$ cat src/rtl/jtag_pkg.sv
// -----------------------------------------------------------------------------
// jtag_pkg
// Shared JTAG definitions for the DR-side logic:
//   - tap_state_e : IEEE 1149.1 TAP controller state encoding
//   - INSN_*      : instruction register opcodes
//   - dr_sel_e    : data register selected for the current scan
//   - SR_W/LEN_W  : shift register width and width of a DR length value
// -----------------------------------------------------------------------------
package jtag_pkg;

    typedef enum logic [3:0] {
        TLR    = 4'hF,
        RTI    = 4'hC,
        SEL_DR = 4'h7,
        CAP_DR = 4'h6,
        SH_DR  = 4'h2,
        EX1_DR = 4'h1,
        PA_DR  = 4'h3,
        EX2_DR = 4'h0,
        UPD_DR = 4'h5,
        SEL_IR = 4'h4,
        CAP_IR = 4'hE,
        SH_IR  = 4'hA,
        EX1_IR = 4'h9,
        PA_IR  = 4'hB,
        EX2_IR = 4'h8,
        UPD_IR = 4'hD
    } tap_state_e;

    localparam logic [3:0] INSN_IDCODE   = 4'h1;
    localparam logic [3:0] INSN_USERDATA = 4'h2;
    localparam logic [3:0] INSN_STATUS   = 4'h3;
    localparam logic [3:0] INSN_BYPASS   = 4'hF;

    typedef enum logic [1:0] {
        DR_BYPASS   = 2'd0,
        DR_IDCODE   = 2'd1,
        DR_USERDATA = 2'd2,
        DR_STATUS   = 2'd3
    } dr_sel_e;

    localparam int SR_W     = 32;
    localparam int LEN_W    = 6;
    localparam int STATUS_W = 8;

endpackage

$ cat src/rtl/jtag_dr_decode.sv
// -----------------------------------------------------------------------------
// jtag_dr_decode
// Combinational instruction decode: maps the instruction register value to the
// data register it selects and that register's length in bits.
//   insn   : current instruction register value
//   sel_s  : selected data register
//   len_s  : length of the selected register (1..32)
// Macro JTAG_DR_STATUS_EN enables the STATUS instruction; without it 0x3
// falls through to BYPASS like every other unknown code.
// -----------------------------------------------------------------------------
module jtag_dr_decode
    import jtag_pkg::*;
#(
    parameter int USER_W = 8
) (
    input  logic [3:0]       insn,
    output dr_sel_e          sel_s,
    output logic [LEN_W-1:0] len_s
);

    // Opcode to register/length lookup; unknown opcodes select BYPASS.
    always_comb begin
        sel_s = DR_BYPASS;
        len_s = LEN_W'(1);
        case (insn)
            INSN_IDCODE: begin
                sel_s = DR_IDCODE;
                len_s = LEN_W'(SR_W);
            end
            INSN_USERDATA: begin
                sel_s = DR_USERDATA;
                len_s = LEN_W'(USER_W);
            end
`ifdef JTAG_DR_STATUS_EN
            INSN_STATUS: begin
                sel_s = DR_STATUS;
                len_s = LEN_W'(STATUS_W);
            end
`endif
            default: begin
                sel_s = DR_BYPASS;
                len_s = LEN_W'(1);
            end
        endcase
    end

endmodule

$ cat src/rtl/jtag_dr_controller.sv
// -----------------------------------------------------------------------------
// jtag_dr_controller
// Data-register side of a JTAG TAP: captures, shifts and updates the IDCODE,
// USERDATA, STATUS and BYPASS registers through one shared 32-bit shift
// register whose active length follows the register latched at CAPTURE_DR.
//   TCK        : the only clock, rising edge
//   rst        : synchronous active-low reset
//   state      : current TAP state (jtag_pkg::tap_state_e encoding)
//   insn       : current instruction register value
//   TDI        : serial data in
//   tdo_o      : serial data out, valid while in SHIFT_DR
//   tdo_oe_o   : high while tdo_o is valid
//   user_o     : user data register
//   user_upd_o : one-cycle pulse after user_o is written
// Macro JTAG_DR_STATUS_EN builds the STATUS register and its update counter.
// -----------------------------------------------------------------------------
module jtag_dr_controller
    import jtag_pkg::*;
#(
    parameter logic [31:0] IDCODE_VALUE = 32'h1000_0001,
    parameter int          USER_W       = 8
) (
    input  logic              TCK,
    input  logic              rst,
    input  logic [3:0]        state,
    input  logic [3:0]        insn,
    input  logic              TDI,
    output logic              tdo_o,
    output logic              tdo_oe_o,
    output logic [USER_W-1:0] user_o,
    output logic              user_upd_o
);

    tap_state_e        st_s;
    dr_sel_e           dec_sel_s;
    logic [LEN_W-1:0]  dec_len_s;
    logic [SR_W-1:0]   cap_s;
    logic [SR_W-1:0]   sh_s;
    logic [4:0]        sh_idx_s;

    logic [SR_W-1:0]   sr_r;
    dr_sel_e           sel_r;
    logic [LEN_W-1:0]  len_r;
    logic [USER_W-1:0] user_r;
    logic              upd_r;
`ifdef JTAG_DR_STATUS_EN
    logic [3:0]        upd_cnt_r;
`endif

    assign st_s = tap_state_e'(state);

    jtag_dr_decode #(
        .USER_W (USER_W)
    ) u_decode (
        .insn  (insn),
        .sel_s (dec_sel_s),
        .len_s (dec_len_s)
    );

    // Capture value for the register being selected on this CAPTURE_DR edge.
    always_comb begin
        cap_s = '0;
        case (dec_sel_s)
            DR_IDCODE:   cap_s = IDCODE_VALUE;
            DR_USERDATA: cap_s[USER_W-1:0] = user_r;
`ifdef JTAG_DR_STATUS_EN
            DR_STATUS:   cap_s[STATUS_W-1:0] = {upd_cnt_r, insn};
`endif
            default:     cap_s = '0;
        endcase
    end

    // Right shift with TDI entering the top bit of the active register; the
    // captured value never sets bits at or above the length, so they stay 0.
    always_comb begin
        sh_idx_s         = 5'(len_r - LEN_W'(1));
        sh_s             = sr_r >> 1;
        sh_s[sh_idx_s]   = TDI;
    end

    // Serial output is only driven in SHIFT_DR.
    always_comb begin
        if (st_s == SH_DR) begin
            tdo_o    = sr_r[0];
            tdo_oe_o = 1'b1;
        end else begin
            tdo_o    = 1'b0;
            tdo_oe_o = 1'b0;
        end
    end

    // DR state: capture/shift/update actions keyed on the TAP state.
    always_ff @(posedge TCK) begin
        if (!rst) begin
            sr_r      <= '0;
            sel_r     <= DR_BYPASS;
            len_r     <= LEN_W'(1);
            user_r    <= '0;
            upd_r     <= 1'b0;
`ifdef JTAG_DR_STATUS_EN
            upd_cnt_r <= 4'd0;
`endif
        end else begin
            upd_r <= 1'b0;
            case (st_s)
                TLR: begin
                    user_r <= '0;
                    sel_r  <= DR_BYPASS;
                    len_r  <= LEN_W'(1);
                end
                CAP_DR: begin
                    sr_r  <= cap_s;
                    sel_r <= dec_sel_s;
                    len_r <= dec_len_s;
                end
                SH_DR: begin
                    sr_r <= sh_s;
                end
                UPD_DR: begin
                    if (sel_r == DR_USERDATA) begin
                        user_r    <= sr_r[USER_W-1:0];
                        upd_r     <= 1'b1;
`ifdef JTAG_DR_STATUS_EN
                        upd_cnt_r <= upd_cnt_r + 4'd1;
`endif
                    end
                end
                default: begin
                    // Pause/exit and all IR-side states hold everything.
                end
            endcase
        end
    end

    assign user_o     = user_r;
    assign user_upd_o = upd_r;

endmodule

$ cat config.mk
export PLATFORM = sky130hd
export DESIGN_NAME = jtag_dr_controller
export DESIGN_NICKNAME = d
export VERILOG_FILES = /design/src/rtl/jtag_pkg.sv /design/src/rtl/jtag_dr_decode.sv /design/src/rtl/jtag_dr_controller.sv
export SDC_FILE = /design/constraint.sdc
export NUM_CORES = 1
export LEC_CHECK = 0
export ABC_CLOCK_PERIOD_IN_PS = 2630
export CORE_ASPECT_RATIO = 0.9
export CORE_UTILIZATION = 60
export DETAILED_ROUTE_END_ITERATION = 6
export GPL_TIMING_DRIVEN = 0
export PLACE_DENSITY = 0.84
export SETUP_SLACK_MARGIN = 0.5
export SLEW_MARGIN = 10
export SYNTH_ARGS = -nofsm -noshare
export SYNTH_HDL_FRONTEND = slang
export SYNTH_SLANG_ARGS = --single-unit
$ cat constraint.sdc
create_clock -name TCK -period 2.63 [get_ports TCK]
set_clock_uncertainty 0.1 [all_clocks]
set_input_delay 0.3945 -clock TCK [delete_from_list [all_inputs] [get_ports TCK]]
set_output_delay 0.3945 -clock TCK [all_outputs]
set_load 0.02 [all_outputs]
# ---- Word level (Yosys, flattened, before mapping)
# Index checks and enable logic that the tools add are counted.
dict set report word_totals {
  regBits 48
  latch_bits 0
  mem_bits_rw 0
  rom_bits 0
  inputBits 11
  out_inout_bits 11
  elab_cells 39
  mem_count 0
}
dict set report classes {
  n_addsub 1
  n_mul 0
  div 0
  n_lt_le_gt_ge 2
  eq_ne 10
  shifts 0
  n_mux 15
  n_bitwise 0
  reduce_logical 6
}
# cell n
set op_table {}
lappend op_table {{32-bit one-hot mux with 2 select lines} 1}
lappend op_table {{32-bit bitwise mux} 1}
lappend op_table {{8-bit one-hot mux with 2 select lines} 2}
lappend op_table {{21-bit 2-to-1 mux} 1}
lappend op_table {{5-bit one-hot mux with 2 select lines} 1}
lappend op_table {{4-bit by 2-bit == test with 1-bit output, second input constant} 2}
lappend op_table {{4-bit by 3-bit == test with 1-bit output, second input constant} 2}
lappend op_table {{8-bit 2-to-1 mux} 1}
lappend op_table {{2-bit one-hot mux with 2 select lines} 2}
lappend op_table {{4-bit one-hot mux with 2 select lines} 1}
lappend op_table {{5-bit by 6-bit < comparator with 1-bit output, second input constant} 1}
lappend op_table {{2-bit nonzero test} 3}
lappend op_table {{1-bit demux with 5-bit select} 1}
lappend op_table {{5-bit by 1-bit >= comparator with 1-bit output, second input constant} 1}
lappend op_table {{5-bit by 1-bit subtractor with 5-bit output, second input constant} 1}
lappend op_table {{2-bit == test, second input constant} 2}
lappend op_table {{4-bit by 1-bit == test with 1-bit output, second input constant} 1}
lappend op_table {{4-bit == test, second input constant} 1}
lappend op_table {{1-bit 2-to-1 mux} 4}
lappend op_table {{2-bit AND reduction} 2}
lappend op_table {{2-bit by 1-bit == test with 1-bit output, second input constant} 1}
lappend op_table {{2-bit inequality test, second input constant} 1}
lappend op_table {{1-bit logical AND} 1}

# ---- Longest topological paths before layout
dict set report depth {
  word_depth 7
  mapped_depth 8
  ltp_nobuf 7
}

# ---- Cells and area by module
# A second synthesis with hierarchy kept.
dict set report hier_totals {
  cells_unflattened 323
  area_unflattened_um2 2636.3
}
# module instances cells_per_inst area_per_inst_um2 seq_area_each_um2
set by_module_without_submodules {}
lappend by_module_without_submodules {jtag_dr_controller 1 313 2562.5 960.9}
lappend by_module_without_submodules {jtag_dr_decode 1 10 73.8 0.0}

# ---- Worst setup path before layout
# No wires, ideal clock.
dict set report synth_path {
  kind {in2reg}
  startpoint {input insn[1]}
  endpoint {register sr_r[3]}
  setup_ps 116
  t_arrival_ps 1649
  required_time_ps 2414
  slack_ps 765
  cell_stages 7
  n_path_buf 1
  path_cell_list {nor4b_1 > inv_1 > ha_1 > clkbuf_1 > a31oi_1 > o21ai_1 > o211a_1}
}
dict set report synth_via {
  elab_chain_cells 5
  elab_cells_between_ends 7
  classes_between {eq/ne (4); mux (3)}
}
# item line_no
set synth_rtl {}
lappend synth_rtl {{from (decl)} jtag_dr_controller.sv:26} ;# input logic [3:0] insn,
lappend synth_rtl {{4-bit by 2-bit == test with 1-bit output or 4-bit by 1-bit == test with 1-bit output (tied branches)} jtag_dr_decode.sv:25} ;# case (insn)
lappend synth_rtl {{2-bit one-hot mux with 2 select lines *} jtag_dr_decode.sv:25}
lappend synth_rtl {{2-bit == test or 2-bit by 1-bit == test with 1-bit output (tied branches)} jtag_dr_controller.sv:63} ;# case (dec_sel_s)
lappend synth_rtl {{8-bit one-hot mux with 2 select lines *} jtag_dr_controller.sv:63}
lappend synth_rtl {{32-bit one-hot mux with 2 select lines *} jtag_dr_controller.sv:105} ;# case (st_s)
lappend synth_rtl {{to (signal assigned)} jtag_dr_controller.sv:112} ;# sr_r <= cap_s;
lappend synth_rtl {{to (signal assigned)} jtag_dr_controller.sv:117} ;# sr_r <= sh_s;
lappend synth_rtl {{to (decl)} jtag_dr_controller.sv:41} ;# logic [SR_W-1:0] sr_r;
# Mark *: on every way between the ends. The rest lies on a longest branch, timed or not.
# A chain may end at the register's enable or synchronous reset.

# ---- Worst setup path after layout
dict set report layout_path {
  startpoint {input state[0]}
  endpoint {output tdo_o}
}
dict set report layout_via {
  elab_chain_cells 2
}
# item line_no
set layout_rtl {}
lappend layout_rtl {{from (decl)} jtag_dr_controller.sv:25} ;# input logic [3:0] state,
lappend layout_rtl {{4-bit by 2-bit == test with 1-bit output} jtag_dr_controller.sv:83} ;# if (st_s == SH_DR) begin
lappend layout_rtl {{1-bit 2-to-1 mux} jtag_dr_controller.sv:83}
lappend layout_rtl {{to (decl)} jtag_dr_controller.sv:28} ;# output logic tdo_o,
# Every way passes these cells.

==> results.md <==
* Synth Instances at 241
* Root Driver: clkbuf_8
* Seq/Total Area, Yosys at 0.408
* GRT overflow at 0
* Port Buffer Count at 21
* GRT Util Overall at 0.279
* Pwr Density at 511 nW/um^2
* Total Wirelength at 4.97 mm
* CP Data Required Time at 2140 ps
* Setup Viol. Count Final at 0
* Ports at 22
* WP buf/inv at 2
* Largest family of logic cells by synthesized area: simple AND/OR/NAND/NOR gates
* Antenna diodes at 0
* Hold WS at 363 ps
* Initial antenna violation count at 0
* Max-slew headroom at 0.512
* Number of synthesized flops with an enable pin at 0
* Period utilisation layout at 0.790
* Crit-path max cell delay at 460 ps
* Area Overhead vs Synth at 18.6%
* Core area at 3400 sq um
* Number of global-route vias before repair at 1691
* Status: complete, no violations
* Num CTS Buffers at 5
* Filler cell count at 263
* Slowest CP cell: or3b_4
* Crit path max fanout at 5
* Nets at 292
* H-tree depth at 2
* CP Launch Type: input pin
* Vias per inst at 5.92
* CTS Sinks at 44
* Slew @ Worst Pin at 728 ps
* Max-Cap Viols at 0
* Avg WL per Cell at 15.7 um
* Mean area per synthesized cell at 8.96 sq um
* Synth Area in XOR/XNOR at 0.00406
* Top cells by count, synth: dfxtp_1 (44), nand2_1 (30), nand3_1 (25)
* Post-DP HPWL at 3.30 mm
* First-pass GRT wire length at 8.09 mm
* Mapped Area at 2160 sq um
* Synth Area in Adders at 0.0580
* Starting Density at 0.634
* Slew Limit Fails at 0
* Die area at 3840 sq um
* Vias at 1871
* Crit path cell chain: dlygate4sd2_1 > or3b_4 > nor2_4 > and2_1 > buf_2
* Async SR Flop Fraction at 0
* RSZ-0062 raised after global routing: true
* Crit-path leading delay family: simple AND/OR/NAND/NOR gates
* 1st-iter DRT viols at 96
* Largest net degree at the start of global routing at 14
* Die Y at 58.9 um
* Worst hold path class: reg -> reg
* Worst setup EP type: primary output
* Peak supply drop at 406 uV
* Router iterations before antenna repair at 4
* Syn. warnings at 0
* Clk slew on worst S/H paths at 90 ps
* Deepest clock path buffer count at 2
* Kind of critical path: in -> out
* Highest clock rate at 481 MHz
* Final Hold Fails at 0
* Worst-skew pair later-pin latency at 310 ps
* Count leader, synth: dfxtp_1
* CTS tree: built
* CP arrival at 1580 ps
* Setup_tns at 0 ps
* Post-synthesis simple-gate area fraction at 0.268
* Rows at 20
* Post-Syn Nets at 262
* Seq cells post-synth at 44
* DRC Markers at 0
* Min Tclk post-route at 2080 ps
* Post-synth cell types at 39
* Top cell type by total area after synthesis: dfxtp_1
* Top cell type's share of synthesized area at 0.408
* Mux cell area share after synthesis at 0.0429
* Routed Antenna Nets at 0
* DIE WIDTH at 65.2 um
* Share of cells above drive strength 1 at 0.103
* Top post-synthesis cells by area: dfxtp_1 (41%), a21boi_0 (5.9%), nand3b_1 (5.9%)
* Leakage at 0.963 nW
* Routability cong. at 0.808
* Compound-Gate Fraction of Synth Area at 0.170
* Top_reg_cell synth: dfxtp_1
power by group:
part | switching, mW | internal (mW) | leakage [nW]
Clock | 0.243 | 0.282 | 0.0552
Sequential | 0.00475 | 0.671 | 0.355
Combinational | 0.0607 | 0.0453 | 0.553
state kept, by name, summed over array words and instances, names as in the netlist:
| name | count |
|---|---|
| sel_r | 1 |
| user_upd_o | 1 |
| len_r | 2 |
| user_o | 8 |
| sr_r | 32 |
cells by family (layout without fill, tap and decap cells):
logic type | Yosys count | in the layout
fa+ha+maj | 10 | 10
compound gates | 53 | 53
buf+inv | 23 | 54
xor+xnor | 1 | 1
simple gates | 101 | 101
mux | 9 | 9
flops | 44 | 44
per-stage QoR:
step / util / worst slack [ps] / area [sq um] / total power, mW / cells
2_1_floorplan: - / 765 / 2160 / 0.751 / 241
3_3_place_gp: 0.712 / -234 / 2420 / 0.791 / 306
3_5_place_dp: 0.712 / -259 / 2420 / 0.793 / 306
4_1_cts: 0.750 / 447 / 2550 / 1.30 / 315
5_1_grt: 0.752 / 473 / 2560 / 1.34 / 316
6_report: 0.752 / 552 / 2560 / 1.31 / 316
cell usage in the layout (no fill, tap or decap), types with 2 or more instances in the layout:
master           Yosys  layout
dfxtp_1             44      44
nand2_1             30      30
nand3_1             25      25
nand3b_1            17      17
a21boi_0            17      17
clkdlybuf4s50_1      0      16
o21ai_0             13      13
clkbuf_1            11      11
ha_1                10      10
nor2b_1              7       7
mux2i_1              7       7
buf_2                5       6
nand2b_1             6       6
o211a_1              6       6
clkbuf_8             0       5
inv_1                4       4
a22oi_1              4       4
buf_4                1       3
a21oi_1              3       3
dlygate4sd2_1        0       3
and2_1               2       2
nor3b_2              2       2
and3_1               2       2
a21o_1               2       2
mux2_2               2       2
clkbuf_2             0       2
a31oi_1              2       2
o21ai_1              2       2
layout make-up:
type,count,area (sq um),area share
clock buffer,6,72.6,0.0283
inverter,4,15.0,0.00587
sequential,44,881,0.344
clock inverter,2,35.0,0.0137
timing repair buffer,23,211,0.0826
multi-input combinational,174,1200,0.469
tap,44,55.1,0.0215
buffer,19,90.1,0.0352
worst min-delay path, cell delays in order, from the launching register on:
cell and delay, ps:
dfxtp_1 320, nand2_1 50, a21boi_0 60
repair_timing:
action                                  in CTS  in global routing
hold buffers                                 0                  0
hold endpoints to repair                     0                  0
setup buffers                                1                  1
resized for setup                           10                  6
pin swaps                                    1                  1
endpoints found under the setup margin      10                 10
layer usage:
| layer | part of all wire | GRT usage | vias to the layer above |
|---|---|---|---|
| li1 | - | - | 904 |
| met1 | 0.47 | 0.376 | 909 |
| met2 | 0.46 | 0.440 | 49 |
| met3 | 0.051 | 0.0562 | 9 |
| met4 | 0.015 | 0.106 | 0 |
| met5 | 0 | 0 | - |
worst paths after layout:
kind / from / endpoint / slack [ps] / cells past startpoint
setup / recovery: state[0] / tdo_o / 550 / 5
hold / removal: sr_r[14] / sr_r[14] / 360 / 2
setup reg to reg: len_r[0] / sr_r[28] / 820 / 5
hold reg to reg: sr_r[14] / sr_r[14] / 360 / 2
Power figures use the tool's default switching activity.
